## src/rtl/fft_pkg.sv

```systemverilog
// rtl/fft_pkg.sv - shared constants, widths and FSM states for the FFT power path
// Contents:
//   FFT_N      FFT length
//   NBIN       folded power bins (bins k and FFT_N-k combined)
//   BIN_IDX_W  width of a bin index
//   pwr_w()    power bin width for a W-bit FFT sample
//   state_t    IDLE / ACCUM / OUT sequencer states
package fft_pkg;
  localparam int FFT_N     = 32;
  localparam int NBIN      = FFT_N / 2 + 1;
  localparam int BIN_IDX_W = 5;

  function automatic int pwr_w(input int w);
    return 2 * w + 3;
  endfunction

  typedef enum logic [1:0] {
    IDLE  = 2'd0,
    ACCUM = 2'd1,
    OUT   = 2'd2
  } state_t;
endpackage

```

## src/rtl/fft_rstb_sync.sv

```systemverilog
// rtl/fft_rstb_sync.sv - one-flop synchronised release of the asynchronous reset
// Ports:
//   clk    in   clock
//   arstb  in   asynchronous active-low reset
//   rstb   out  low during reset and for the first clk edge after release
module fft_rstb_sync (
  input  logic clk,
  input  logic arstb,
  output logic rstb
);
  always_ff @(posedge clk or negedge arstb) begin
    if (!arstb) rstb <= 1'b0;
    else        rstb <= 1'b1;
  end
endmodule

```

## src/rtl/fft_pwr_avg_ctrl.sv

```systemverilog
// rtl/fft_pwr_avg_ctrl.sv - averages 2^AVG_LOG2 folded power frames and streams bins 0..16
// Ports:
//   clk, arstb  clock, asynchronous active-low reset
//   clr         synchronous abort: back to IDLE, frame count and ovr cleared
//   pwr_in      NBIN bins of PW bits, bin k at [k*PW +: PW]
//   pwr_valid   new frame on pwr_in; in_ready high when it can be captured
//   out_valid   out_data/out_bin valid; out_ready accepts
//   out_data    averaged power (truncated) for out_bin
//   done        one-cycle pulse after bin 16 is accepted
//   ovr         sticky: frame offered while in_ready was low
module fft_pwr_avg_ctrl
  import fft_pkg::*;
#(
  parameter  int W        = 8,
  parameter  int AVG_LOG2 = 2,
  localparam int PW       = pwr_w(W)
) (
  input  logic                 clk,
  input  logic                 arstb,
  input  logic                 clr,
  input  logic [NBIN*PW-1:0]   pwr_in,
  input  logic                 pwr_valid,
  output logic                 in_ready,
  output logic                 out_valid,
  input  logic                 out_ready,
  output logic [PW-1:0]        out_data,
  output logic [BIN_IDX_W-1:0] out_bin,
  output logic                 done,
  output logic                 ovr
);
  localparam int AW  = PW + AVG_LOG2;
  localparam int FCW = (AVG_LOG2 > 0) ? AVG_LOG2 : 1;
  localparam logic [FCW-1:0]       FC_LAST  = FCW'((1 << AVG_LOG2) - 1);
  localparam logic [BIN_IDX_W-1:0] LAST_BIN = BIN_IDX_W'(NBIN - 1);

  logic                 rstb;
  state_t               state;
  logic [BIN_IDX_W-1:0] idx;
  logic [FCW-1:0]       frame_cnt;
  logic [PW-1:0]        snap [NBIN];
  logic [AW-1:0]        acc  [NBIN];
  logic [AW-1:0]        acc_sum;
  logic [BIN_IDX_W-1:0] rd_idx;
  logic [PW-1:0]        rd_data;

  fft_rstb_sync u_rstb_sync (
    .clk   (clk),
    .arstb (arstb),
    .rstb  (rstb)
  );

  // Single shared adder; the first frame of a batch overwrites stale sums.
  always_comb begin
    acc_sum = ((frame_cnt == '0) ? '0 : acc[idx]) + AW'(snap[idx]);
  end

  // Output read port: the bin about to be presented (next one after an accept).
  always_comb begin
    rd_idx  = (out_valid && idx != LAST_BIN) ? idx + 1'b1 : idx;
    rd_data = PW'(acc[rd_idx] >> AVG_LOG2);
  end

  always_ff @(posedge clk or negedge arstb) begin
    if (!arstb) begin
      for (int k = 0; k < NBIN; k++) begin
        snap[k] <= '0;
        acc[k]  <= '0;
      end
    end else if (rstb && !clr) begin
      if (state == IDLE && pwr_valid && in_ready) begin
        for (int k = 0; k < NBIN; k++) snap[k] <= pwr_in[k*PW +: PW];
      end
      if (state == ACCUM) acc[idx] <= acc_sum;
    end
  end

  always_ff @(posedge clk or negedge arstb) begin
    if (!arstb) begin
      state     <= IDLE;
      idx       <= '0;
      frame_cnt <= '0;
      in_ready  <= 1'b0;
      out_valid <= 1'b0;
      out_data  <= '0;
      out_bin   <= '0;
      done      <= 1'b0;
      ovr       <= 1'b0;
    end else if (!rstb || clr) begin
      // Next state is IDLE in both cases, so in_ready rises with it.
      state     <= IDLE;
      idx       <= '0;
      frame_cnt <= '0;
      in_ready  <= 1'b1;
      out_valid <= 1'b0;
      out_data  <= '0;
      out_bin   <= '0;
      done      <= 1'b0;
      ovr       <= 1'b0;
    end else begin
      done <= 1'b0;
      if (pwr_valid && !in_ready) ovr <= 1'b1;
      case (state)
        IDLE: begin
          if (pwr_valid && in_ready) begin
            idx      <= '0;
            in_ready <= 1'b0;
            state    <= ACCUM;
          end
        end
        ACCUM: begin
          if (idx == LAST_BIN) begin
            idx <= '0;
            if (frame_cnt == FC_LAST) begin
              frame_cnt <= '0;
              state     <= OUT;
            end else begin
              frame_cnt <= frame_cnt + 1'b1;
              in_ready  <= 1'b1;
              state     <= IDLE;
            end
          end else begin
            idx <= idx + 1'b1;
          end
        end
        OUT: begin
          if (!out_valid) begin
            out_valid <= 1'b1;
            out_bin   <= idx;
            out_data  <= rd_data;
          end else if (out_ready) begin
            if (idx == LAST_BIN) begin
              out_valid <= 1'b0;
              done      <= 1'b1;
              idx       <= '0;
              in_ready  <= 1'b1;
              state     <= IDLE;
            end else begin
              idx      <= idx + 1'b1;
              out_bin  <= idx + 1'b1;
              out_data <= rd_data;
            end
          end
        end
        default: begin
          state    <= IDLE;
          in_ready <= 1'b1;
        end
      endcase
    end
  end
endmodule

```

## config.mk

```make
export PLATFORM = sky130hd
export DESIGN_NAME = fft_pwr_avg_ctrl
export DESIGN_NICKNAME = d
export VERILOG_FILES = /design/src/rtl/fft_pkg.sv /design/src/rtl/fft_rstb_sync.sv /design/src/rtl/fft_pwr_avg_ctrl.sv
export SDC_FILE = /design/constraint.sdc
export NUM_CORES = 1
export LEC_CHECK = 0
export BUFFER_PORTS_ARGS = -buffer_cell sky130_fd_sc_hd__buf_2
export CAP_MARGIN = 10
export CORE_ASPECT_RATIO = 0.7
export CORE_MARGIN = 3
export CORE_UTILIZATION = 30
export CTS_BUF_LIST = sky130_fd_sc_hd__clkbuf_4 sky130_fd_sc_hd__clkbuf_8
export DETAILED_ROUTE_END_ITERATION = 16
export PLACE_DENSITY = 0.44
export SLEW_MARGIN = 20
export SYNTH_ARGS = -nofsm -noshare
export SYNTH_HDL_FRONTEND = slang
export SYNTH_SLANG_ARGS = --single-unit
```

## constraint.sdc

```tcl
create_clock -name clk -period 5.29 [get_ports clk]
set_input_delay 0.7935 -clock clk [delete_from_list [all_inputs] [get_ports clk]]
set_output_delay 0.7935 -clock clk [all_outputs]
set_load 0.01 [all_outputs]
```

Word-level counts from Yosys, hierarchy flattened
Cells that the tools add are included.

Reductions and logical operators: 25. Bitwise operators: 2. $lt $le $gt $ge: 3. $add $sub $neg: 3. Mux-type cells: 62. Equality and inequality tests: 13.

Operators with widths (count): $bwmux W357 (1); $bmux W21 S5 (2); $mux W19 (7); $mux W21 (6); $demux W21 S5 (1); $bmux W19 S5 (1); $mux W5 (11); $mux W2 (11); $add A21 B19 Y21 (1); $mux W1 (19); $ne A3 B3 Y1 const B (5); $pmux W5 S3 (1); $ge A6 B6 Y1 const B (2); $not A5 Y6 (2); $ne A3 B1 Y1 const B (3); $reduce_bool A2 Y1 (4); $logic_and A1 B1 Y1 (7); $lt A6 B1 Y1 const B (1); $pmux W2 S3 (1); $reduce_and A2 Y1 (3); $reduce_and A6 Y1 (1); $add A5 B1 Y5 const B (1); $eq A5 B5 Y1 const B (1); $ne A5 B5 Y1 const B (1); 11 further kinds (15).

Input port bits: 328. Register bits after elaboration: 718. Logic and storage cells: 152. Output and inout bits: 28.

Longest topological paths before layout
Depth in word-level cells: 12. Mapped depth: 24. Mapped depth without buffers: 18.

By module
Synthesis repeated with hierarchy kept, for this count alone.

Cell total of the unflattened synthesis: 3073. Area total of the unflattened synthesis: 36388.6 um^2.

Modules (own cells, without submodules): fft_pwr_avg_ctrl (sequential area each 17942.2 um^2, instances 1, area an instance 36359.9 um^2, cells each 3071); fft_rstb_sync (sequential area each 25.0 um^2, instances 1, area an instance 28.8 um^2, cells each 2).

Worst setup path before layout
No wires, ideal clock.

Path type: reg2reg. From: reg idx[0]. To: reg acc[159] (netlist bit). Buffers on the path: 6. Setup slack: 0.854 ns. Library setup time: 0.133 ns. Arrival: 4.303 ns. Cell stages (with the launch flop): 21. Period minus slack after synthesis: 4.436 ns. Required time: 5.157 ns. Cell sequence: dfrtp_1 buf_6 buf_6 buf_4 buf_4 buf_2 mux4_2 a221oi_1 nor2_1 ha_1 inv_1 fa_1 nor2b_1 o21a_1 o21ai_1 a21oi_1 nand2b_1 a31oi_1 xor2_1 clkbuf_1 o21ai_0.

Word-level cells in the longest chain between the ends: 7. Elaborated cells between the ends (all ways): 15. Those cells by class: add/sub (1); order compare (2); mux (10); bitwise (1); reduce/logical (1).

Ends and longest elaborated chain: start: declaration (RTL line fft_pwr_avg_ctrl.sv:38) `logic [BIN_IDX_W-1:0] idx;`; start signal: assignment (RTL line fft_pwr_avg_ctrl.sv:122) `idx <= idx + 1'b1;`; start signal: assignment (RTL line fft_pwr_avg_ctrl.sv:138) `idx <= idx + 1'b1;`; $not A5 Y6 (not written as such) (*) (RTL line fft_pwr_avg_ctrl.sv:54, fft_pwr_avg_ctrl.sv:73); $bmux W21 S5 (RTL line fft_pwr_avg_ctrl.sv:54) `acc_sum = ((frame_cnt == '0) ? '0 : acc[idx]) + AW'(snap[idx]);`; $mux W21 (not written as such) (2 in series) (RTL line fft_pwr_avg_ctrl.sv:54); $mux W21 (RTL line fft_pwr_avg_ctrl.sv:54); $add A21 B19 Y21 (RTL line fft_pwr_avg_ctrl.sv:54); $bwmux W357 (*) (RTL line fft_pwr_avg_ctrl.sv:73) `if (state == ACCUM) acc[idx] <= acc_sum;`; end signal: indexed assignment (RTL line fft_pwr_avg_ctrl.sv:73); end: declaration (RTL line fft_pwr_avg_ctrl.sv:41) `logic [AW-1:0] acc [NBIN];`.

Every way passes the cells marked *; elsewhere a longest branch is shown, timed or not. The select of a mux whose other input is x is not followed. A chain may end at the register's enable or synchronous reset.

Worst setup path after layout
From: reg idx[0]. To: reg acc[40] (netlist bit).

Same word-level chain as after synthesis.

==> out/metrics.csv <==
metric,value,unit
Synth Area in Simple Gates,0.1022,
top-area cell type share of the netlist area,0.4975,
clk sinks,718,
initial core utilization,0.3051,
Leakage Power,0.01863,uW
Most Frequent Cell on Critical Path,buf_4,
clock root buffer,clkbuf_8,
Register-to-Register Path Depth,20,
sequential area share after synthesis,0.4975,
Final Non-Filler Cells,5269,
worst hold path type,primary input to register,
register share of total power,0.459,
CP Cell Sequence,buf_12 > buf_4 > mux4_2 > nand2_1 > nand2_1 > a22oi_1 > nor2_1 > a221oi_1 > buf_4 > nor2_1 > ha_1 > o21a_1 > o21ai_0 > a21o_1 > nand3_1 > a311oi_1 > buf_4 > xor2_1 > buf_12 > o21ai_0,
CTS Buf Count,115,
largest net degree at the start of global routing,132,
storage element area,17980,sq um
Compound-Gate Fraction of Synth Area,0.1006,
main area contributors after synthesis,"dfrtp_1, mux4_2, mux2_2",
mux share of post-synthesis cell area,0.2517,
Slew Limit Headroom,0.2136,
Setup TNS Final,0,ps
TritonRoute pass-1 iters,5,
I/O pins,356,
number of antenna violations at the first check in global routing,25,
H-tree depth,3,
FF-to-FF setup slack,350,ps
Hold Path Stages,2,
vias per std cell,5.195,
Hold Fails Final Rpt,0,
most frequent cells in the layout,"dfrtp_1, nand2_1, buf_2",
Synth Area in Adders,0.01060,
number of synthesized register bits,718,
Mean Syn Cell Area,11.37,sq um
Setup Viol. Count Final,0,
largest family of logic cells by synthesized area,multiplexers,
DR vias,27370,
Pwr Density,338.4,nW/um^2
"commonest non-fill, non-tap cell in the layout",dfrtp_1,
WP data required,5930,ps
sw frac,0.2855,
Post-synth EDFFs,0,
final worst slack,350.3,ps
WL final,136.4,mm
clock latency on the worst-skew pair,840,ps
Worst Skew,60.95,ps
status,"finished, final reports clean",
# nets final,3915,
Post-CTS Resized,0,
Slew Limit Fails,0,
Worst path max stage delay,680,ps
syn nets,3534,
Syn. warnings,0,
DRC Markers,0,
fillers,11890,
routability cong.,0.8450,
I/O Buffers,355,
crit start category,register,
placed cell count,5044,
switching power,4148,uW
Place WS,317.6,ps
drt initial violations,2336,
layout cells sized above 1,0.3589,
Synth async-reset ratio,1.000,
Overall Global Routing Usage,0.2160,
Vert. Die Dim,296.3,um
reg2reg end,acc[40],
RSZ-0062 raised after global routing,false,
vias in the first global route,26960,
"Setup Fix Bufs, Post-CTS",0,
Worst Hold Path EP,snap[18],
Clock Path Buffers,3,
maximum capacitance violations,0,
internal cell power,10380,uW
CP max stage cell,dfrtp_4,
worst-path maximum fanout,19,
Critical Path End Type,register,
multi-input logic area,17070,sq um
clock share of power,0.357,
part of the cycle the worst path needs,0.9338,
Core Area,118400,sq um
post-synthesis cell count,3176,
CTS tree,done,
post-synth cell types,72,
DP HPWL,95.92,mm
area grow syn2layout,18.87,%
Worst VDD drop,0.1834,mV
hold path startpoint,pwr_in[322],
Synth area leader,dfrtp_1,
Final Power,14530,uW
Core Rows,105,
WL/cell,25.89,um
arrival time worst endpoint,5580,ps
first-pass GRT wire length,195.7,mm
kind of critical path,register to register,
Slew @ Worst Pin,1178,ps
worst reg2reg path startpoint,idx[0],
post-route ant nets,0,
Post-Synth XOR/XNOR Area,0.005508,
synthesized cell area,36120,sq um
combinational power share,0.184,
"Top FF cell, synth",dfrtp_1,
DIE AREA,124700,sq um
fmax,202.4,MHz
Die X,420.7,um
Overflow after GRT,0,
"Reg clk slew, reported paths",70,ps
min cycle time layout,4940,ps
-- cells in the mapped netlist, drive strengths merged, types with 9 or more instances --
cell and count:
and2 9, xor2 9, nor3 12, inv 19, nand2 624, or3 17, a2111oi 9, xnor2 12
a221oi 22, nand3 31, a31oi 14, mux2 338, nor2 173, mux4 212, a21oi 149, o21ai 349
a22oi 21, nand2b 10, dfrtp 718, mux2i 49, clkbuf 171, o211ai 9, buf 74, ha 29
-- flip-flops by register name (all words and copies together) (netlist names) --
register and flops:
acc 357, done 1, frame_cnt 2, idx 5, in_ready 1, out_bin 5, out_data 19, out_valid 1
ovr 1, snap 323, state 2, u_rstb_sync.rstb 1
-- stage by stage --
step	util	hold slack, ps	instance area (sq um)
finish	0.3627	192.6	42930
global route	0.3625	112.7	42910
CTS	0.3623	100.5	42890
detailed placement	0.3415	460.5	40420
global placement	0.3414	458.9	40420
floorplan	-	441.0	36120
-- worst max path at each step --
stage,cells past startpoint,endpoint,from,slack [ps]
floorplan,20,acc[159],idx[0],850
global placement,20,acc[104],idx[0],410
detailed placement,20,acc[292],idx[0],320
CTS,20,acc[40],idx[0],310
global route,20,acc[292],idx[0],30
finish,20,acc[40],idx[0],350
-- layer usage --
layer	share of wire	vias to the layer above	track usage
li1	-	12230	-
met1	0.47	13950	0.3184
met2	0.42	995	0.3041
met3	0.086	198	0.07127
met4	0.022	10	0.05254
met5	0.00049	-	0
-- worst max-delay path, delay by kind of cell (launching register included) --
family                   cells  cell delay, ps
multiplexers                 1             510
adder cells (fa/ha/maj)      1             480
buffers and inverters        5            1040
AO/OA/AOI/OAI                7            1360
flip-flops                   1             680
XOR/XNOR                     1             260
AND/OR/NAND/NOR              5             380
-- area by class of cell --
cell class                 instances  share of cell area
antenna                           14           0.0008160
clock buffer                     194             0.05461
clock inverter                    16            0.002710
inverter                          20            0.001749
multi-input combinational       2193              0.3975
sequential                       718              0.4188
tap                             1605             0.04678
timing repair buffer             509             0.07706
-- timing repair --
action                                  4_1_cts  5_1_grt
hold buffers                                  1        0
endpoints found under the setup margin        0        0
hold endpoints to repair                     40        0
-- cell families after synthesis --
group	after synthesis
AND/OR/NAND/NOR	908
flip-flops	718
AO/OA/AOI/OAI	634
multiplexers	599
buffers and inverters	265
adder cells (fa/ha/maj)	30
XOR/XNOR	21
other	1
-- power groups by stage --
stage | combinational (uW) | sequential (uW) | clock [uW]
detailed placement | 2690 | 6750 | 0
global route | 2900 | 6740 | 5620
global placement | 2670 | 6760 | 0
floorplan | 1690 | 6580 | 0
finish | 2670 | 6660 | 5190
CTS | 2700 | 6660 | 5360
Power figures use the tool's default switching activity.
